<file path="config.mk">
export PLATFORM = sky130hd
export DESIGN_NAME = flag_ctx_reg
export DESIGN_NICKNAME = d
export VERILOG_FILES = /design/src/rtl/flag_ctx_reg.sv
export SDC_FILE = /design/constraint.sdc
export NUM_CORES = 1
export LEC_CHECK = 0
export ABC_CLOCK_PERIOD_IN_PS = 2900
export BUFFER_PORTS_ARGS = -buffer_cell sky130_fd_sc_hd__clkbuf_2
export CAP_MARGIN = 0
export CORE_MARGIN = 5
export CORE_UTILIZATION = 55
export DETAILED_ROUTE_END_ITERATION = 12
export PLACE_DENSITY = 0.83
export RECOVER_POWER = 50
export SYNTH_ARGS = -nofsm -noshare
export SYNTH_HDL_FRONTEND = slang
export SYNTH_SLANG_ARGS = --single-unit
</file>
<file path="constraint.sdc">
create_clock -name clk -period 2.9 [get_ports clk]
set_input_delay 0.58 -clock clk [delete_from_list [all_inputs] [get_ports clk]]
set_output_delay 0.58 -clock clk [all_outputs]
set_load 0.005 [all_outputs]
</file>
<file path="src/rtl/flag_ctx_reg.sv">
// Condition-flag register with a LIFO checkpoint stack and branch-condition evaluator.
// Build option FLAG_FWD_EN: cond_true sees same-cycle written flags instead of the registered ones.
module flag_ctx_reg #(
  parameter int NFLAGS = 3,
  parameter int DEPTH  = 4
) (
  input  logic                       clk,
  input  logic                       rst,
  input  logic [NFLAGS-1:0]          flags_in,
  input  logic [NFLAGS-1:0]          flags_wen,
  input  logic                       save,
  input  logic                       restore,
  input  logic                       err_clr,
  input  logic [2:0]                 cond,
  output logic [NFLAGS-1:0]          flags_out,
  output logic                       cond_true,
  output logic [$clog2(DEPTH+1)-1:0] depth_cnt,
  output logic                       full,
  output logic                       empty,
  output logic                       ovf,
  output logic                       unf
);

  localparam int DW = $clog2(DEPTH+1);
  localparam int AW = (DEPTH > 1) ? $clog2(DEPTH) : 1;

  logic [NFLAGS-1:0] flags_q, flags_d;
  logic [DW-1:0]     depth_q, depth_d;
  logic              ovf_q, ovf_d;
  logic              unf_q, unf_d;
  logic [NFLAGS-1:0] stack_q [0:(1<<AW)-1];

  logic              save_ok, restore_ok, save_err, restore_err;
  logic [AW-1:0]     wr_ptr, rd_ptr;
  logic [NFLAGS-1:0] wr_next;
  logic [NFLAGS-1:0] eval_flags;
  logic [2:0]        zvn;

  function automatic logic cond_eval(input logic [2:0] c, input logic z,
                                     input logic n, input logic v);
    logic r;
    unique case (c)
      3'b000:  r = ~z;
      3'b001:  r = z;
      3'b010:  r = ~z & ~n;
      3'b011:  r = n;
      3'b100:  r = z | (~z & ~n);
      3'b101:  r = n | z;
      3'b110:  r = v;
      default: r = 1'b1;
    endcase
    return r;
  endfunction

  assign full        = (depth_q == DW'(DEPTH));
  assign empty       = (depth_q == '0);
  assign save_ok     = save & ~restore & ~full;
  assign restore_ok  = restore & ~save & ~empty;
  assign save_err    = save & ~restore & full;
  assign restore_err = restore & ~save & empty;
  assign wr_ptr      = AW'(depth_q);
  assign rd_ptr      = AW'(depth_q - DW'(1));
  assign wr_next     = (flags_in & flags_wen) | (flags_q & ~flags_wen);

  always_comb begin
    flags_d = restore_ok ? stack_q[rd_ptr] : wr_next;
    depth_d = depth_q;
    if (save_ok)    depth_d = depth_q + DW'(1);
    if (restore_ok) depth_d = depth_q - DW'(1);
    // A fresh error outranks a same-cycle clear.
    ovf_d = err_clr ? 1'b0 : ovf_q;
    unf_d = err_clr ? 1'b0 : unf_q;
    if (save_err)    ovf_d = 1'b1;
    if (restore_err) unf_d = 1'b1;
  end

  always_ff @(posedge clk) begin
    if (rst) begin
      flags_q <= '0;
      depth_q <= '0;
      ovf_q   <= 1'b0;
      unf_q   <= 1'b0;
    end else begin
      flags_q <= flags_d;
      depth_q <= depth_d;
      ovf_q   <= ovf_d;
      unf_q   <= unf_d;
    end
  end

  always_ff @(posedge clk) begin
    if (save_ok && !rst) stack_q[wr_ptr] <= flags_q;
  end

`ifdef FLAG_FWD_EN
  // A popped snapshot is not forwarded; the branch sees the current flags then.
  assign eval_flags = restore_ok ? flags_q : wr_next;
`else
  assign eval_flags = flags_q;
`endif

  assign zvn       = eval_flags[2:0];
  assign cond_true = cond_eval(cond, zvn[0], zvn[1], zvn[2]);

  assign flags_out = flags_q;
  assign depth_cnt = depth_q;
  assign ovf       = ovf_q;
  assign unf       = unf_q;

endmodule
</file>
Yosys cells after proc, flatten, opt, wreduce, memory -nomap -nowiden:

Memories as Yosys holds them, arrays and structs flattened.
Cells that the tools add are included.

* memory bits (writable): 12
* logic and storage cells: 49
* output and inout port bits: 11
* register bits: 8
* memories: 1

* muxes and demuxes: 9
* bitwise logic cells: 19
* reduce and logical (&&, ||, !) cells: 7
* eq/ne operators: 7
* add/subtract/negate cells: 2

Memories
* stack_q: words 4, width 3, read ports 1, clocked after Yosys merged registers in 0, write ports 1, line 31 `logic [NFLAGS-1:0] stack_q [0:(1<<AW)-1];`

Operators by type and width (number)
* $eq A3 B3 Y1 const B: 4
* $mux W3: 3
* $and A1 B1 Y1: 7
* $pmux W1 S7: 1
* $and A3 B3 Y3: 2
* $eq A3 B2 Y1 const B: 2
* $logic_not A3 Y1: 2
* $not A1 Y1: 6
* $reduce_bool A2 Y1: 3
* $mux W1: 5
* $add A3 B1 Y3 const B: 1
* $eq A3 B1 Y1 const B: 1
* $not A3 Y3: 1
* $or A3 B3 Y3: 1
* $sub A3 B1 Y3 const B: 1
* $or A1 B1 Y1: 2
* $logic_and A1 B1 Y1: 1
* $logic_not A1 Y1: 1

Depth between registers and ports, before layout:

* word-level depth: 6
* mapped depth: 7

Worst setup path after synthesis:

OpenSTA, ideal clock, no wires.

* path type: register -> register
* start point: reg depth_q[0] (netlist: depth_cnt[0])
* end point: mem stack_q[1][0], enable pin
* period minus slack after synthesis: 1785 ps
* stages on the path, launching flop included: 7
* required time: 2597 ps
* setup slack: 1115 ps
* data arrival time: 1482 ps
* buffers on the path: 1
* path through: dfxtp_1 buf_2 inv_1 ha_1 and2_1 nor3_1 and2_1

* cells in the longest elaborated chain, start to end: 6

Ends and longest elaborated chain
* from (decl): line 28 `logic [DW-1:0] depth_q, depth_d;`
* from (signal assigned): line 85 `depth_q <= depth_d;`
* $eq A3 B3 Y1: line 55 `assign full = (depth_q == DW'(DEPTH));`
* net full: line 18 `output logic full,`
* $not A1 Y1: line 57 `assign save_ok = save & ~restore & ~full;`
* $and A1 B1 Y1: line 57
* $logic_and A1 B1 Y1: line 92 `if (save_ok && !rst) stack_q[wr_ptr] <= flags_q;`
* $mux W1: line 92
* $mux W1 (not written as such): line 92
* to (decl): line 31

The timed path passes the listed nets, and every way through them passes these cells.

Worst setup path after layout:

* start point: reg depth_q[0] (netlist: depth_cnt[0])
* end point: out empty

* cells in the longest elaborated chain, start to end: 1

Ends and longest elaborated chain
* $logic_not A3 Y1: line 56 `assign empty = (depth_q == '0);`
* to (decl): line 19 `output logic empty,`

No other way between the ends.

==> flow_summary_export.csv <==
group,metric,value,unit
timing,relSlewSlack,0.581,
synthesis,synth-edff-count,12,
timing,finalCriticalPeriod,2.25,ns
timing,fin_worst_skew,0.00515,ns
grt,grt-ovfl-total,0,
pwr,peakVddDrop,343,uV
drt,ant_nets,0,
synthesis,syn-cell-area,0.00104,sq mm
clock_network,cts_buffer_depth,2,
timing,setup_tns,0,ns
finish,antennaDiodeCount,0,
grt,grt_usage,0.178,
timing,finalCritPeriodShare,0.776,
finish,n_fill_cell,155,
floorplan,fp.dieW,53.5,microns
drt,routed_wl,2170,microns
clock_network,clk_pin_slew,0.11,ns
synthesis,ys_seq_elements,20,
timing,setup-violations-final,0,
floorplan,die_area,0.00286,sq mm
drt,wl_per_cell,15.6,microns
clock_network,clock_sinks,20,
synthesis,synth_cell_types,31,
drt,dr_total_vias,803,
timing,worst_hold_slack,0.533,ns
synthesis,syn_inst,90,
synthesis,async_reset_ff_frac,0,
pwr,p_per_area,541,mW/mm^2
finish,layout_common_cells,"clkbuf_2, edfxtp_1, nor2_1, dfxtp_1, clkbuf_1",
grt,met1_usage,0.192,
clock_network,cts_made_buffers,3,
floorplan,pin_count,25,
synthesis,ys_seq_area_frac,0.501,
clock_network,worstSkewPairLatency,0.30,ns
grt,antenna_found_initial,0,
clock_network,postCtsSetupBuffers,0,
pwr,total_power,0.641,mW
status,outcome,"finished clean",
finish,layout.cells.most_common,"clkbuf_2",
floorplan,start_util,0.589,
setup_path,cp-start-kind,"register",
finish,nNetsFinal,134,
drt,drt_iter0_drc,23,
synthesis,avgSynthCellArea,11.6,sq um
grt,grt_pass1_vias,830,
setup_path,path_max_fanout,8,
floorplan,rows,15,
clock_network,cts_tree,"done",
clock_network,cts_root_buf,"clkbuf_4",
timing,rsz0062_at_grt,"no",
timing,hold_viol_final,0,
synthesis,syn-num-nets,109,
clock_network,cts.repair.resized,0,
setup_path,worstPathArrival,1.67,ns
clock_network,hold_buffers,0,
placed_design,dp_hpwl,1670,microns
placed_design,place.port_buffers,24,
pwr,power_leakage,0.474,nW
finish,area_delta_synth_final,14.1,%
drt,viasPerCell,5.78,
worst_hold_path,hp-class,"register to register",
synthesis,yosysWarnings,0,
setup_path,worstSetupPathType,"register to primary output",
timing,final_max_slew_viol_count,0,
grt,use_met3,0.0338,
grt,grt_busiest_layer,"met2",
floorplan,die_h,53.5,microns
flow_run,maxCapViolations,0,
timing,tightest_slew,0.623,ns
synthesis,ys.flop_type,"edfxtp_1",
drt,remaining_drc_errors,0,
grt,grt_max_degree,12,
drt,first_pass_iters,4,
grt,grt_use_met2,0.324,
finish,drive_gt1_frac,0.237,
floorplan,core-area,0.00176,sq mm
grt,grt_pass1_wl,3520,microns
clock_network,ctsHtreeMaxLevel,1,
setup_path,required,2.32,ns
timing,fmax,0.444,GHz
setup_path,end_kind,"primary output",
placed_design,gp_congestion,0.817,
worst paths after layout:
kind / start / end / slack (ns) / depth (start not counted)
setup / recovery: depth_cnt[0] / empty / 0.65 / 5
hold / removal: unf / unf / 0.53 / 2
setup reg to reg: depth_cnt[0] / stack_q[1][0] / 0.87 / 5
hold reg to reg: unf / unf / 0.53 / 2
cell families (layout without fill, tap and decap cells):
group / after synthesis / count (layout) / synth area share
simple gates: 28 / 28 / 0.144
xor+xnor: 2 / 2 / 0.0169
mux: 8 / 8 / 0.113
flops: 20 / 20 / 0.501
compound gates: 18 / 18 / 0.123
fa+ha+maj: 5 / 5 / 0.0602
buf+inv: 9 / 33 / 0.0421
critical path, stage by stage, from the launching register on:
cell and delay (ns):
dfxtp_1 0.56, inv_1 0.14, ha_1 0.29, inv_1 0.18, nor2_1 0.08, clkbuf_2 0.13
through the flow:
stage	util	area [sq um]	instances	setup slack (ns)
2_1_floorplan	-	1040	90	1.11
3_3_place_gp	0.661	1170	135	0.995
3_5_place_dp	0.661	1170	135	0.878
4_1_cts	0.676	1190	139	0.636
5_1_grt	0.672	1190	139	0.474
6_report	0.672	1190	139	0.648
power by group:
group	leakage, nW	switching (mW)	internal (mW)
Combinational	0.282	0.0812	0.0770
Sequential	0.176	0.0275	0.320
Clock	0.0150	0.0820	0.0536
Total	0.474	0.191	0.451
cell type report:
class | count | area (sq um) | area share
clock buffers | 4 | 26.3 | 0.0222
well taps | 25 | 31.3 | 0.0264
repair buffers | 24 | 114 | 0.0960
multi-input cells | 61 | 475 | 0.401
flip-flops and latches | 20 | 520 | 0.439
inverters | 5 | 18.8 | 0.0158
synth_stat cells, types with 3 or more instances:
cell type / number / area (sq um)
edfxtp_1: 12 / 360
nor2_1: 9 / 33.8
dfxtp_1: 8 / 160
ha_1: 5 / 62.6
mux4_2: 3 / 67.6
nand2_1: 3 / 11.3
a21oi_1: 5 / 25.0
inv_1: 5 / 18.8
a211oi_1: 3 / 22.5
and2_1: 4 / 25.0
mux2i_1: 5 / 50.1
routing by layer:
metal  up-vias  share of wire
met5         -              0
met1       380           0.39
met3         4          0.073
met4         0          0.012
met2        38           0.52
li1        381              -
No activity file was read; power rests on OpenSTA's default activity.
